--- config.mk ---
export PLATFORM = sky130hd
export DESIGN_NAME = muldiv_unit
export DESIGN_NICKNAME = d
export VERILOG_FILES = /design/src/rtl/muldiv_unit.sv
export SDC_FILE = /design/constraint.sdc
export NUM_CORES = 1
export LEC_CHECK = 0
export ABC_AREA = 1
export BUFFER_PORTS_ARGS = -buffer_cell sky130_fd_sc_hd__buf_2
export CAP_MARGIN = 20
export CORE_AREA = 3 3 220 222
export CTS_CLUSTER_DIAMETER = 150
export DETAILED_ROUTE_END_ITERATION = 8
export DIE_AREA = 0 0 223 225
export HOLD_SLACK_MARGIN = 0.05
export REMOVE_ABC_BUFFERS = 1
export SETUP_SLACK_MARGIN = 0.2
export SLEW_MARGIN = 25
export SYNTH_ARGS = -nofsm -noshare
export SYNTH_HDL_FRONTEND = slang
export SYNTH_SLANG_ARGS = --single-unit
--- constraint.sdc ---
create_clock -name clk -period 5.4 [get_ports clk]
set_input_delay 0.54 -clock clk [delete_from_list [all_inputs] [get_ports clk]]
set_output_delay 0.54 -clock clk [all_outputs]
set_load 0.02 [all_outputs]
--- src/rtl/muldiv_unit.sv ---
//------------------------------------------------------------------------------
// muldiv_unit: iterative RV32M multiply/divide, one bit per cycle, 32 cycles.
// Revision: 1.0
//------------------------------------------------------------------------------
`default_nettype none

module muldiv_unit #(
  parameter int XLEN = 32
) (
  input  logic            clk,
  input  logic            rst_n,
  input  logic            start,
  input  logic [2:0]      funct3,
  input  logic [XLEN-1:0] rs1_data,
  input  logic [XLEN-1:0] rs2_data,
  input  logic [4:0]      rd_addr_in,
  input  logic            flush,
  output logic            busy,
  output logic            wb_we,
  output logic [4:0]      wb_rd_addr,
  output logic [XLEN-1:0] wb_data
);

  localparam logic [1:0] S_IDLE = 2'd0;
  localparam logic [1:0] S_CALC = 2'd1;
  localparam logic [1:0] S_DONE = 2'd2;

  logic [1:0]      state;
  logic [5:0]      cnt;
  logic [2:0]      op;
  logic [4:0]      rd;
  logic [XLEN-1:0] a_raw;
  logic [XLEN-1:0] b_mag;
  logic            a_neg;
  logic            res_neg;
  logic            b_zero;
  logic [63:0]     prod;
  logic [31:0]     quo;
  logic [32:0]     rem;
  logic            we_q;

  logic        a_sgn_in, b_sgn_in, a_neg_in, b_neg_in;
  logic [31:0] a_mag_in, b_mag_in;

  assign a_sgn_in = (funct3 == 3'b001) | (funct3 == 3'b010) |
                    (funct3 == 3'b100) | (funct3 == 3'b110);
  assign b_sgn_in = (funct3 == 3'b001) | (funct3 == 3'b100) | (funct3 == 3'b110);
  assign a_neg_in = a_sgn_in & rs1_data[31];
  assign b_neg_in = b_sgn_in & rs2_data[31];
  assign a_mag_in = a_neg_in ? (~rs1_data + 32'd1) : rs1_data;
  assign b_mag_in = b_neg_in ? (~rs2_data + 32'd1) : rs2_data;

  // Shift-add: low half holds the remaining multiplier bits, high half accumulates.
  logic [32:0] mul_sum;
  logic [63:0] prod_nxt;
  assign mul_sum  = {1'b0, prod[63:32]} + (prod[0] ? {1'b0, b_mag} : 33'd0);
  assign prod_nxt = {mul_sum, prod[31:1]};

  logic [32:0] div_sh;
  logic [33:0] div_diff;
  logic        div_ok;
  logic [32:0] rem_nxt;
  logic [31:0] quo_nxt;
  assign div_sh   = {rem[31:0], quo[31]};
  assign div_diff = {1'b0, div_sh} - {2'b00, b_mag};
  assign div_ok   = ~div_diff[33];
  assign rem_nxt  = div_ok ? div_diff[32:0] : div_sh;
  assign quo_nxt  = {quo[30:0], div_ok};

  logic [63:0] prod_fix;
  logic [31:0] quo_fix, rem_fix, result;
  assign prod_fix = res_neg ? (~prod_nxt + 64'd1) : prod_nxt;
  assign quo_fix  = res_neg ? (~quo_nxt + 32'd1) : quo_nxt;
  assign rem_fix  = a_neg ? (~rem_nxt[31:0] + 32'd1) : rem_nxt[31:0];

  always_comb begin
    result = prod_fix[31:0];
    case (op)
      3'b000:                 result = prod_fix[31:0];
      3'b001, 3'b010, 3'b011: result = prod_fix[63:32];
      3'b100, 3'b101:         result = b_zero ? 32'hFFFF_FFFF : quo_fix;
      default:                result = b_zero ? a_raw : rem_fix;
    endcase
  end

  always_ff @(posedge clk) begin
    if (!rst_n) begin
      state      <= S_IDLE;
      cnt        <= 6'd0;
      op         <= 3'd0;
      rd         <= 5'd0;
      a_raw      <= '0;
      b_mag      <= '0;
      a_neg      <= 1'b0;
      res_neg    <= 1'b0;
      b_zero     <= 1'b0;
      prod       <= 64'd0;
      quo        <= 32'd0;
      rem        <= 33'd0;
      we_q       <= 1'b0;
      wb_rd_addr <= 5'd0;
      wb_data    <= '0;
    end else begin
      we_q <= 1'b0;
      if (flush) begin
        state <= S_IDLE;
      end else begin
        case (state)
          S_IDLE: if (start) begin
            op      <= funct3;
            rd      <= rd_addr_in;
            a_raw   <= rs1_data;
            b_mag   <= b_mag_in;
            a_neg   <= a_neg_in;
            res_neg <= a_neg_in ^ b_neg_in;
            b_zero  <= (rs2_data == 32'd0);
            prod    <= {32'd0, a_mag_in};
            quo     <= a_mag_in;
            rem     <= 33'd0;
            cnt     <= 6'd0;
            state   <= S_CALC;
          end
          S_CALC: begin
            cnt <= cnt + 6'd1;
            if (op[2]) begin
              quo <= quo_nxt;
              rem <= rem_nxt;
            end else begin
              prod <= prod_nxt;
            end
            // Result is formed from the final iteration so it is registered for DONE.
            if (cnt == 6'd31) begin
              state      <= S_DONE;
              we_q       <= (rd != 5'd0);
              wb_rd_addr <= rd;
              wb_data    <= result;
            end
          end
          S_DONE:  state <= S_IDLE;
          default: state <= S_IDLE;
        endcase
      end
    end
  end

  assign busy  = (state != S_IDLE);
  assign wb_we = we_q & ~flush;

endmodule

`default_nettype wire

==> impl_metrics.json <==
{
  "run_status": "finished, final reports clean",
  "drive_gt1_frac": 0.0807,
  "crit_required_ns": 5.82,
  "setup_tns_ns": 0,
  "holdBufCountCts": 0,
  "worst_skew_pair.late_latency_ns": 0.56,
  "post_synth_instance_area_mm2": 0.0209,
  "clock_network_fraction_of_total_power": 0.407,
  "antenna_violations_before_repair": 10,
  "synthesis.instances": 3632,
  "yosys.cell_types.count": 62,
  "grt_pass1_vias": 22877,
  "area_delta_synth_final_pct": 10.8,
  "netSwitchingPower_uw": 2170,
  "worst_slew_pin_slew_ns": 1.04,
  "worstReg2RegStart": "b_mag[7]",
  "fin_cells": 4313,
  "drt-pass1-iter-count": 8,
  "start_kind": "flip-flop",
  "netlist_top_cells_area": "sky130_fd_sc_hd__dfxtp_1 24%, sky130_fd_sc_hd__nand2_1 18%, sky130_fd_sc_hd__inv_1 9.1%, sky130_fd_sc_hd__a21oi_1 7.4%, sky130_fd_sc_hd__nor2_1 6.7%",
  "floorplan.die_area_mm2": 0.0502,
  "drt_iter0_drc": 3092,
  "power_uw": 5990,
  "gp_routability_congestion": 0.995,
  "placed_cells_incl_taps": 4252,
  "synth-seq-area-share": 0.238,
  "synth_enable_flop_cells": 0,
  "worst-path-buf-inv": 4,
  "grt_pass1_wl_um": 141000,
  "synth-main-ff-cell": "sky130_fd_sc_hd__dfxtp_1",
  "fp-row-count": 79,
  "hold_path_class": "input pin to flip-flop",
  "timing.hold.worst.start": "rd_addr_in[3]",
  "max_slew_margin": 0.296,
  "multiInputGateArea_mm2": 0.0134,
  "proportion_of_power_drawn_by_combinational_gates": 0.258,
  "drc": 0,
  "clock_tree.htree_level_count": 2,
  "layout.area.seq_mm2": 0.00499,
  "fin_skew_ns": 0.0194,
  "clk_pin_slew_worst_paths_ns": 0.06,
  "fp.dieW_um": 223,
  "core-area_mm2": 0.0466,
  "grt_start_max_net_pins": 72,
  "die_span_y_um": 225,
  "dr_wl_cell_um": 22.3,
  "avgSynthCellArea_um2": 5.75,
  "setup_viol": 0,
  "slew_viol_final": 0,
  "placement.io_buffers": 114,
  "detail_route.vias_per_cell": 5.81,
  "cts_tree": "yes",
  "fillerInstances": 5065,
  "cp-end-kind": "flip-flop",
  "fraction_of_registers_with_async_set_or_reset_after_synthesis": 0,
  "cpMaxStageDelayCell": "sky130_fd_sc_hd__nor3_1",
  "synth_seq_cells": 249,
  "final.min_clock_period_ns": 4.65,
  "cts.path.max_buffers": 3,
  "critical-path-top-cell-by-count": "sky130_fd_sc_hd__nand2_1",
  "area_share_of_the_largest_cell_type_after_synthesis": 0.238,
  "dpl.hpwl_um": 75200,
  "floorplan.initialDensity": 0.449,
  "power.share.sequential": 0.334,
  "cts_num_sinks": 249,
  "post_layout_nets": 3830,
  "cts-root-buf": "sky130_fd_sc_hd__clkbuf_16",
  "cts_post_setup_buffers_inserted": 0,
  "synth_top_area_cell": "sky130_fd_sc_hd__dfxtp_1",
  "power_density_mw_per_mm2": 259,
  "worst_path_dominant_cell_family": "simple AND/OR/NAND/NOR gates",
  "critPathMaxStageDelay_ns": 0.56,
  "io-pin-count": 115,
  "static-leakage-power_uw": 0.0115,
  "overflow": 0,
  "cts-buffers-inserted": 34,
  "power_switching_share": 0.362,
  "worst-setup-path-type": "flip-flop to flip-flop",
  "via_count": 25040,
  "route.antenna.remaining_nets": 0,
  "worstPathMaxFanout": 13,
  "power.ir.vdd_worst_v": 0.000266,
  "min_period_over_period": 0.861,
  "p_int_uw": 3820,
  "timing.fmax_mhz": 215,
  "timing.max_cap.violations": 0,
  "totalWireLength_um": 96200,
  "critPathArrivalTime_ns": 5.06,
  "final_util": 0.497,
  "grt_setup_unrepaired": "false",
  "hold_viol_final": 0,
  "setup.worst_path.start": "b_mag[7]",
  "ys_warn_count": 0,
  "grt_usage": 0.368
}
==> per-stage QoR <==
stage          area (um^2)  hold slack (ns)  worst slack [ns]
2_1_floorplan        20300            0.429              1.02
4_1_cts              23100            0.185             0.561
5_1_grt              23100            0.208             0.328
3_5_place_dp         22000            0.454             0.585
6_report             23100            0.200             0.751
3_3_place_gp         22000            0.446             0.666
==> logic make-up (layout without fill, tap and decap cells) <==
kind of cell,count (synthesis),after routing,synth area share
other cells,0,1,0
compound gates,742,742,0.197
buf+inv,663,736,0.122
fa+ha+maj,73,73,0.0444
flops,249,249,0.238
xor+xnor,59,59,0.0247
simple gates,1846,1846,0.373
==> path summary, 6_finish.rpt <==
path | cells after the start | slack [ns] | endpoint
setup / recovery | 27 | 0.75 | wb_data[22]
hold / removal | 3 | 0.20 | rd[3]
setup reg to reg | 27 | 0.75 | wb_data[22]
hold reg to reg | 2 | 0.47 | wb_rd_addr[3]
==> worst reg2reg max path, delay by kind of cell (launching register included) <==
family	cells	cell delay, ns
flops	1	0.47
compound gates	2	0.32
simple gates	18	2.60
xor+xnor	1	0.07
buf+inv	4	0.48
fa+ha+maj	2	0.58
==> power groups by stage <==
| stage | sequential, uW | combinational [uW] | clock [uW] |
|---|---|---|---|
| 2_1_floorplan | 2010 | 985 | 0 |
| 3_3_place_gp | 2040 | 1490 | 0 |
| 3_5_place_dp | 2040 | 1490 | 0 |
| 4_1_cts | 2000 | 1500 | 2460 |
| 5_1_grt | 2010 | 1690 | 2520 |
| 6_report | 2000 | 1550 | 2440 |
==> state kept, by name (all words and copies together) (netlist names) <==
signal / flops
prod: 64
a_raw: 32
b_mag: 32
quo: 32
rem: 32
wb_data: 32
cnt: 6
rd: 5
wb_rd_addr: 5
op: 3
state: 2
a_neg: 1
b_zero: 1
res_neg: 1
we_q: 1
==> repair_timing <==
action,4_1_cts,5_1_grt
endpoints found under the hold margin,0,0
resized for setup,0,2
endpoints found under the setup margin,0,3
==> cell usage after synthesis, types with 6 or more instances <==
library cell / instances
sky130_fd_sc_hd__o22ai_1: 37
sky130_fd_sc_hd__buf_2: 10
sky130_fd_sc_hd__xnor2_1: 20
sky130_fd_sc_hd__o21ai_0: 247
sky130_fd_sc_hd__ha_1: 71
sky130_fd_sc_hd__dfxtp_1: 249
sky130_fd_sc_hd__o211ai_1: 12
sky130_fd_sc_hd__inv_1: 507
sky130_fd_sc_hd__a211oi_1: 15
sky130_fd_sc_hd__nand4_1: 32
sky130_fd_sc_hd__xor2_1: 39
sky130_fd_sc_hd__nor3_1: 78
sky130_fd_sc_hd__nand2_2: 16
sky130_fd_sc_hd__nor2_1: 373
sky130_fd_sc_hd__buf_1: 14
sky130_fd_sc_hd__o21ai_1: 20
sky130_fd_sc_hd__clkbuf_1: 108
sky130_fd_sc_hd__nand3b_1: 22
sky130_fd_sc_hd__nand3_2: 7
sky130_fd_sc_hd__a22oi_1: 25
sky130_fd_sc_hd__nand3_1: 246
sky130_fd_sc_hd__inv_2: 13
sky130_fd_sc_hd__nor2_2: 21
sky130_fd_sc_hd__a21oi_1: 309
sky130_fd_sc_hd__a221oi_1: 11
sky130_fd_sc_hd__and2_1: 6
sky130_fd_sc_hd__nor4_1: 17
sky130_fd_sc_hd__nand2_1: 1009
sky130_fd_sc_hd__o32ai_1: 8
sky130_fd_sc_hd__a31oi_1: 18
==> layer usage <==
metal | global-route usage | up-vias | wire [um]
met5 | 0 | - | 61
met2 | 0.565 | 1309 | 41000
met3 | 0.0731 | 204 | 10300
li1 | - | 11911 | -
met4 | 0.150 | 8 | 4250
met1 | 0.507 | 11608 | 40600
==> final cells by class <==
type                    count  area share
diodes                      1    0.000108
well taps                 607      0.0328
clock buffers              48      0.0425
clock inverters            12     0.00816
repair buffers            151      0.0366
inverters                 525      0.0852
multi-input cells        2720       0.579
flip-flops and latches    249       0.215
==> layout by cell type (no fill, tap or decap), types with 7 or more instances in the layout <==
cell type,instances
sky130_fd_sc_hd__nand2_1,1009
sky130_fd_sc_hd__inv_1,506
sky130_fd_sc_hd__nor2_1,370
sky130_fd_sc_hd__a21oi_1,307
sky130_fd_sc_hd__dfxtp_1,247
sky130_fd_sc_hd__nand3_1,246
sky130_fd_sc_hd__o21ai_0,246
sky130_fd_sc_hd__buf_2,114
sky130_fd_sc_hd__nor3_1,75
sky130_fd_sc_hd__ha_1,71
sky130_fd_sc_hd__xor2_1,39
sky130_fd_sc_hd__o22ai_1,37
sky130_fd_sc_hd__buf_4,37
sky130_fd_sc_hd__clkbuf_16,35
sky130_fd_sc_hd__nand4_1,32
sky130_fd_sc_hd__a22oi_1,25
sky130_fd_sc_hd__nor2_2,24
sky130_fd_sc_hd__nand3b_1,22
sky130_fd_sc_hd__o21ai_1,21
sky130_fd_sc_hd__xnor2_1,20
sky130_fd_sc_hd__a31oi_1,18
sky130_fd_sc_hd__nor4_1,17
sky130_fd_sc_hd__nand2_2,16
sky130_fd_sc_hd__a211oi_1,15
sky130_fd_sc_hd__inv_2,14
sky130_fd_sc_hd__o211ai_1,12
sky130_fd_sc_hd__a221oi_1,11
sky130_fd_sc_hd__o32ai_1,8
sky130_fd_sc_hd__nand3_2,7
sky130_fd_sc_hd__clkbuf_1,7
No activity file was read; power rests on OpenSTA's default activity.
